$ cat config.mk
export PLATFORM = sky130hd
export DESIGN_NAME = axi4_lite_read_arbiter
export DESIGN_NICKNAME = d
export VERILOG_FILES = /design/src/rtl/axi4_lite_pkg.sv /design/src/rtl/axi4_lite_rd_arb_grant.sv /design/src/rtl/axi4_lite_read_arbiter.sv
export SDC_FILE = /design/constraint.sdc
export NUM_CORES = 1
export LEC_CHECK = 0
export CORE_UTILIZATION = 35
export CTS_CLUSTER_SIZE = 8
export DETAILED_ROUTE_END_ITERATION = 12
export HOLD_SLACK_MARGIN = 0.08
export PLACE_DENSITY = 0.88
export SETUP_SLACK_MARGIN = 0.4
export SLEW_MARGIN = 10
export SYNTH_ARGS = -nofsm -noshare
export SYNTH_HDL_FRONTEND = slang
export SYNTH_SLANG_ARGS = --single-unit
$ cat constraint.sdc
create_clock -name clk -period 3.9 [get_ports clk]
set_clock_uncertainty 0.1 [all_clocks]
set_input_delay 0.585 -clock clk [delete_from_list [all_inputs] [get_ports clk]]
set_output_delay 0.585 -clock clk [all_outputs]
set_load 0.01 [all_outputs]
$ cat src/rtl/axi4_lite_pkg.sv
// rtl/axi4_lite_pkg.sv - shared state encoding and AXI response codes for the read arbiter
package axi4_lite_pkg;

   // Arbiter transaction phases: wait for a request, drive AR, steer R
   typedef enum logic [1:0] {
      ST_IDLE = 2'd0,
      ST_ADDR = 2'd1,
      ST_DATA = 2'd2
   } state_e;

   localparam logic [1:0] RESP_OKAY   = 2'b00;
   localparam logic [1:0] RESP_EXOKAY = 2'b01;
   localparam logic [1:0] RESP_SLVERR = 2'b10;
   localparam logic [1:0] RESP_DECERR = 2'b11;

endpackage

$ cat src/rtl/axi4_lite_rd_arb_grant.sv
// rtl/axi4_lite_rd_arb_grant.sv - 2-way read grant pick; AXI_RD_ARB_ROUND_ROBIN_EN selects round-robin ties
module axi4_lite_rd_arb_grant
   import axi4_lite_pkg::*;
(
   input  logic [1:0] req,
   input  logic       last_grant,
   output logic       winner,
   output logic       winner_valid
);

`ifndef AXI_RD_ARB_ROUND_ROBIN_EN
   // Fixed priority ignores history; keep the input connected for a uniform interface
   logic unused_last_grant;
   assign unused_last_grant = last_grant;
`endif

   // Pick a winner; with no request the winner defaults to requester 0
   always_comb begin
      winner_valid = |req;
      winner       = 1'b0;
`ifdef AXI_RD_ARB_ROUND_ROBIN_EN
      if (req == 2'b11) begin
         winner = ~last_grant;
      end else begin
         winner = req[1];
      end
`else
      winner = req[1];
`endif
   end

endmodule

$ cat src/rtl/axi4_lite_read_arbiter.sv
// rtl/axi4_lite_read_arbiter.sv - two-requester AXI4-Lite read arbiter, one outstanding read; AXI_RD_ARB_ROUND_ROBIN_EN enables round-robin ties
module axi4_lite_read_arbiter
   import axi4_lite_pkg::*;
#(
   parameter int ADDR_WIDTH = 32,
   parameter int DATA_WIDTH = 32
) (
   input  logic                  clk,
   input  logic                  rst,

   input  logic [ADDR_WIDTH-1:0] S0_AXI_ARADDR,
   input  logic                  S0_AXI_ARVALID,
   output logic                  S0_AXI_ARREADY,
   output logic [DATA_WIDTH-1:0] S0_AXI_RDATA,
   output logic [1:0]            S0_AXI_RRESP,
   output logic                  S0_AXI_RVALID,
   input  logic                  S0_AXI_RREADY,

   input  logic [ADDR_WIDTH-1:0] S1_AXI_ARADDR,
   input  logic                  S1_AXI_ARVALID,
   output logic                  S1_AXI_ARREADY,
   output logic [DATA_WIDTH-1:0] S1_AXI_RDATA,
   output logic [1:0]            S1_AXI_RRESP,
   output logic                  S1_AXI_RVALID,
   input  logic                  S1_AXI_RREADY,

   output logic [ADDR_WIDTH-1:0] M_AXI_ARADDR,
   output logic                  M_AXI_ARVALID,
   input  logic                  M_AXI_ARREADY,
   input  logic [DATA_WIDTH-1:0] M_AXI_RDATA,
   input  logic [1:0]            M_AXI_RRESP,
   input  logic                  M_AXI_RVALID,
   output logic                  M_AXI_RREADY,

   output logic                  busy,
   output logic                  grant_id
);

   state_e                state_q, state_d;
   logic [ADDR_WIDTH-1:0] addr_q, addr_d;
   logic                  grant_id_q, grant_id_d;
   logic                  last_grant_q, last_grant_d;

   logic                  winner;
   logic                  winner_valid;
   logic                  granted_rready;

   axi4_lite_rd_arb_grant u_grant (
      .req          ({S1_AXI_ARVALID, S0_AXI_ARVALID}),
      .last_grant   (last_grant_q),
      .winner       (winner),
      .winner_valid (winner_valid)
   );

   assign granted_rready = grant_id_q ? S1_AXI_RREADY : S0_AXI_RREADY;

   // State and grant registers; reset drops any in-flight transaction
   always_ff @(posedge clk) begin
      if (rst) begin
         state_q      <= ST_IDLE;
         addr_q       <= '0;
         grant_id_q   <= 1'b0;
         last_grant_q <= 1'b0;
      end else begin
         state_q      <= state_d;
         addr_q       <= addr_d;
         grant_id_q   <= grant_id_d;
         last_grant_q <= last_grant_d;
      end
   end

   // Next state: grant in IDLE, wait for AR handshake, then for R handshake
   always_comb begin
      state_d      = state_q;
      addr_d       = addr_q;
      grant_id_d   = grant_id_q;
      last_grant_d = last_grant_q;
      case (state_q)
         ST_IDLE: begin
            if (winner_valid) begin
               addr_d       = winner ? S1_AXI_ARADDR : S0_AXI_ARADDR;
               grant_id_d   = winner;
               last_grant_d = winner;
               state_d      = ST_ADDR;
            end
         end
         ST_ADDR: begin
            if (M_AXI_ARREADY) begin
               state_d = ST_DATA;
            end
         end
         ST_DATA: begin
            if (M_AXI_RVALID && granted_rready) begin
               state_d = ST_IDLE;
            end
         end
         default: begin
            state_d = ST_IDLE;
         end
      endcase
   end

   // Outputs: AR acceptance in IDLE, AR drive in ADDR, R steering in DATA
   always_comb begin
      S0_AXI_ARREADY = 1'b0;
      S1_AXI_ARREADY = 1'b0;
      S0_AXI_RDATA   = '0;
      S0_AXI_RRESP   = 2'b00;
      S0_AXI_RVALID  = 1'b0;
      S1_AXI_RDATA   = '0;
      S1_AXI_RRESP   = 2'b00;
      S1_AXI_RVALID  = 1'b0;
      M_AXI_ARADDR   = '0;
      M_AXI_ARVALID  = 1'b0;
      M_AXI_RREADY   = 1'b0;
      case (state_q)
         ST_IDLE: begin
            S0_AXI_ARREADY = ~winner;
            S1_AXI_ARREADY = winner;
         end
         ST_ADDR: begin
            M_AXI_ARVALID = 1'b1;
            M_AXI_ARADDR  = addr_q;
         end
         ST_DATA: begin
            M_AXI_RREADY = granted_rready;
            if (grant_id_q) begin
               S1_AXI_RVALID = M_AXI_RVALID;
               S1_AXI_RDATA  = M_AXI_RDATA;
               S1_AXI_RRESP  = M_AXI_RRESP;
            end else begin
               S0_AXI_RVALID = M_AXI_RVALID;
               S0_AXI_RDATA  = M_AXI_RDATA;
               S0_AXI_RRESP  = M_AXI_RRESP;
            end
         end
         default: begin
         end
      endcase
   end

   assign busy     = (state_q != ST_IDLE);
   assign grant_id = grant_id_q;

endmodule

### Word-level counts from Yosys, hierarchy flattened

Cells that the tools add are included.

| cells by class | value |
|---|---|
| equality and inequality tests | 5 |
| muxes and demuxes | 23 |
| bitwise operators | 1 |
| reduce and logical (&&, ||, !) cells | 6 |

Operator list:

| kind | number |
|---|---|
| $mux W32 | 6 |
| $mux W2 | 7 |
| $mux W1 | 9 |
| $pmux W2 S3 | 1 |
| $ne A2 B2 Y1 const B | 2 |
| $reduce_and A3 Y1 | 1 |
| $eq A2 B1 Y1 const B | 1 |
| $eq A2 B2 Y1 const B | 1 |
| $logic_not A2 Y1 | 1 |
| $ne A2 B1 Y1 const B | 1 |
| $reduce_and A2 Y1 | 1 |
| $reduce_bool A2 Y1 | 1 |
| $reduce_or A2 Y1 | 1 |
| $logic_and A1 B1 Y1 | 1 |
| $not A1 Y1 | 1 |

| storage, ports and cells | value |
|---|---|
| bits in registers | 35 |
| output and inout port bits | 108 |
| word-level logic and storage cells | 38 |

### Longest topological paths before layout

| logic depth | value |
|---|---|
| depth in word-level cells | 4 |
| gate-level depth with buffers | 7 |
| mapped depth without buffers | 3 |

### Cells and area by module

From an unflattened synthesis, not the netlist that was laid out.

| second synthesis, totals | value |
|---|---|
| cell total of the unflattened synthesis | 282 |
| area total of the unflattened synthesis | 2575.0 µm² |

Modules (own cells, without submodules):

| module | times used | cells each | area an instance (µm²) |
|---|---|---|---|
| axi4_lite_read_arbiter | 1 | 280 | 2561.2 |
| axi4_lite_rd_arb_grant | 1 | 2 | 13.8 |

### Least setup slack after synthesis

OpenSTA, ideal clock, no wires.

| path | value |
|---|---|
| path type | input to output |
| start point | in S1_AXI_ARVALID |
| end point | out S1_AXI_ARREADY |
| arrival time | 1.336 ns |
| required time | 3.215 ns |
| slack | 1.879 ns |
| stages on the path | 4 |
| buffers on the path | 2 |
| cell sequence | buf_6 clkbuf_1 nand2_1 inv_1 |

| between the ends | value |
|---|---|
| longest elaborated chain between the ends | 1 |

RTL lines:

| item | RTL line | text |
|---|---|---|
| start, declared | axi4_lite_read_arbiter.sv:20 | `input logic S1_AXI_ARVALID,` |
| $mux W1 | axi4_lite_read_arbiter.sv:116 | `case (state_q)` |
| end, declared | axi4_lite_read_arbiter.sv:21 | `output logic S1_AXI_ARREADY,` |

Every way passes these cells.

### Final worst setup path

| path | value |
|---|---|
| start point | reg state_q[0] |
| end point | out M_AXI_ARADDR[25] |

| between the ends | value |
|---|---|
| longest elaborated chain between the ends | 2 |

RTL lines:

| item | RTL line | text |
|---|---|---|
| start, declared | axi4_lite_read_arbiter.sv:39 | `state_e state_q, state_d;` |
| start signal, assigned | axi4_lite_read_arbiter.sv:65 | `state_q <= state_d;` |
| $eq A2 B1 Y1 | axi4_lite_read_arbiter.sv:116 |  |
| $mux W32 | axi4_lite_read_arbiter.sv:116 |  |
| end, declared | axi4_lite_read_arbiter.sv:27 | `output logic [ADDR_WIDTH-1:0] M_AXI_ARADDR,` |

Every way passes these cells.

==> impl_metrics.csv <==
group,metric,value,unit
yosys,yosysWarnings,0,
placed_design,dpl.hpwl,6.65,mm
sta,fin_crit_sh,72.4,%
clock_tree,clk_latency,0.28,ns
cells_and_area,final_util,69.8,%
yosys,synth_cell_types,22,
cells_and_area,instances_no_fill,579,
yosys,syn_nets,390,
yosys,yosysTopAreaCellShare,28.3,%
worst_setup_path,endpoint,"M_AXI_ARADDR[25]",
sta,drv_slew,0,
worst_setup_path,endpoint_kind,"output pin",
clock_tree,cts_hold_buf,0,
worst_setup_path,critPathLaunch,"state_q[0]$_SDFFE_PP0P_",
pwr,power.density,254,nW/um2
yosys,synth_seq_area_share,28.3,%
yosys,ys.flop_type,"dfxtp_1",
sta,relSlewSlack,37.2,%
global_routing,grt_max_degree,36,
detailed_routing,totalWireLength,8.56,mm
yosys,synth_largest_area_cell,"dfxtp_1",
clock_tree,clockRootBuffer,"clkbuf_8",
worst_setup_path,cp.required,3.21,ns
detailed_routing,highest_layer,"met4",
cells_and_area,area_growth,91.5,%
floorplan,die_w,86.1,um
detailed_routing,drtIter0Drc,69,
clock_tree,cts_buffer_depth,2,
sta,tightest_slew,0.942,ns
global_routing,grt_pass1_wl,13.2,mm
yosys,syn_inst,284,
placed_design,placedCellCount,571,
clock_tree,cts.sinks,35,
floorplan,die_y,86.1,um
sta,fin_setup_tns,0,ns
floorplan,pin_count,214,
yosys,synth_area_leaders,"dfxtp_1 (28%), and2_1 (25%), a211oi_2 (15%)",
yosys,synth_edf_count,0,
clock_tree,cts_tree,"built",
global_routing,antenna_found_initial,0,
yosys,synthTopCellsByCount,"and2_1 (100), dfxtp_1 (35), a21oi_1 (34), mux2i_1 (33), a211oi_2 (30)",
worst_setup_path,criticalPathCategory,"flop to output pin",
yosys,syn_area_per_cell,8.71,um2
detailed_routing,post-route-drc-count,0,
sta,period_minus_slack,2.82,ns
detailed_routing,wl_met2,4.45,mm
worst_setup_path,cp_slowest_cell,"clkdlybuf4s50_1",
placed_design,numPortBuffers,213,
sta,rsz0062_at_grt,"no",
worst_setup_path,r2r_slack,1.60,ns
sta,holdWs,0.435,ns
detailed_routing,viasPerCell,4.67,
worst_setup_path,critPathArrivalTime,2.14,ns
worst_hold_path,hp-class,"flop to flop",
detailed_routing,dr.pass1.iters,4,
yosys,async_flop_share,0,%
placed_design,gp_congestion,0.720,
cells_and_area,multi_input_area,1610,um2
worst_setup_path,crit_path_cell_trace,"nor2b_2 -> buf_4 -> and2_1 -> clkdlybuf4s50_1",
cells_and_area,nFillCells,543,
detailed_routing,ant_nets,0,
yosys,synth_area,2470,um2
detailed_routing,route.met3.wl,643,um
floorplan,row_count,30,
global_routing,grt_pass1_vias,2691,
detailed_routing,wl_per_cell,14.8,um
worst_setup_path,worst-path-max-fanout,20,
detailed_routing,vias,2705,
pwr,total_power,1.21,mW
floorplan,fp.dieArea,7410,um2
global_routing,grt.overflow.total,0,
yosys,yosysMostFrequentCell,"and2_1",
floorplan,core_area,6790,um2
worst_setup_path,r2r_cells,4,
cells_and_area,regArea,701,um2
flow_run,maxCapViolations,0,
sta,hold_viol,0,
floorplan,start_util,36.4,%
worst_setup_path,startpoint_type,"flop",
worst_setup_path,rr_endpoint,"addr_q[10]$_SDFFE_PP0P_",
clock_tree,post-cts-setup-buffers,0,
sta,max_freq,354,MHz
global_routing,gr-usage-all-layers,22.6,%
sta,setup_violations,0,
detailed_routing,m1WireLength,3.29,mm
cells_and_area,drive_gt1_share,10.6,%
cells_and_area,nets,588,
clock_tree,cts.clk_slew.worst_paths,0.07,ns
yosys,ys_ff_latch,35,
cells_and_area,diodes,0,
clock_tree,numCtsBuffers,5,
pwr,irDropWorstVdd,0.184,mV
outcome,status,"finished, final reports clean",
worst_setup_path,cpPeakStageDelay,0.55,ns
pwr,leakage,1.84,nW
worst_setup_path,r2r_start,"state_q[1]$_SDFFE_PP0P_",
clock_tree,cts_resized,0,
clock_tree,htreeDepth,2,
-- routing by layer --
metal  global-route usage, %  vias to the layer above
li1                        -                     1355
met1                    24.3                     1212
met2                    42.5                      121
met3                    5.77                       17
met4                    8.18                        0
met5                       0                        -
-- power breakdown --
part,total (mW),leakage [nW],switching (mW),internal [mW]
Sequential,0.427,0.291,0.0251,0.402
Clock,0.346,0.0618,0.136,0.210
Combinational,0.432,1.48,0.188,0.245
Total,1.21,1.84,0.349,0.857
-- how the worst min path moves through the flow --
stage | start | slack [ns] | to | cells past startpoint
final | addr_q[1]$_SDFFE_PP0P_ | 0.43 | addr_q[1]$_SDFFE_PP0P_ | 2
after global placement | addr_q[2]$_SDFFE_PP0P_ | 0.43 | addr_q[2]$_SDFFE_PP0P_ | 2
after global routing | addr_q[1]$_SDFFE_PP0P_ | 0.45 | addr_q[1]$_SDFFE_PP0P_ | 2
after CTS | addr_q[1]$_SDFFE_PP0P_ | 0.44 | addr_q[1]$_SDFFE_PP0P_ | 2
after detailed placement | addr_q[1]$_SDFFE_PP0P_ | 0.43 | addr_q[1]$_SDFFE_PP0P_ | 2
after floorplan | addr_q[1]$_SDFFE_PP0P_ | 0.39 | addr_q[1]$_SDFFE_PP0P_ | 2
-- placed cells by master, fill, tap and decap left out --
cell,netlist,final
nor2_1,5,5
a211oi_1,2,2
dfxtp_1,35,35
or2_1,1,1
nor3_1,2,2
inv_2,2,2
clkbuf_8,0,6
buf_2,3,2
o21bai_1,1,1
mux2i_1,33,33
a22oi_1,1,1
nand2b_1,1,1
bufinv_16,0,1
nand2_1,2,2
nor2b_2,0,1
a21oi_1,34,34
a211oi_2,30,30
buf_4,0,6
nor2_2,1,1
clkdlybuf4s50_1,0,211
and2_1,100,100
a21o_1,1,1
inv_6,0,1
inv_1,3,3
and2_4,1,1
-- cell families after synthesis --
kind of cell / share of synthesized area [%]
flip-flops: 28.3
AND/OR/NAND/NOR: 28.1
multiplexers: 13.3
AO/OA/AOI/OAI: 23.6
buffers and inverters: 6.67
-- worst max-delay path: cells and delay by family, from the launching register on --
kind / cells / cell delay, ns
and+or+nand+nor: 2 / 0.63
DFF: 1 / 0.36
buffers and inverters: 2 / 0.86
-- registers in the layout (all words and copies together) (netlist names) --
name and count:
addr_q 32, grant_id 1, state_q 2
-- final cells by class --
class,instances,area share [%]
clock buffer,6,1.74
timing repair buffer,219,45.7
sequential,35,14.8
inverter,5,0.396
clock inverter,2,0.818
multi-input combinational,216,34.0
tap,96,2.53
-- through the flow --
stage,worst slack (ns),area [um2]
after CTS,1.05,4740
final,1.08,4740
after detailed placement,1.38,4620
after global placement,1.39,4620
after floorplan,1.88,2470
after global routing,0.892,4740
No activity file was read; power rests on OpenSTA's default activity.
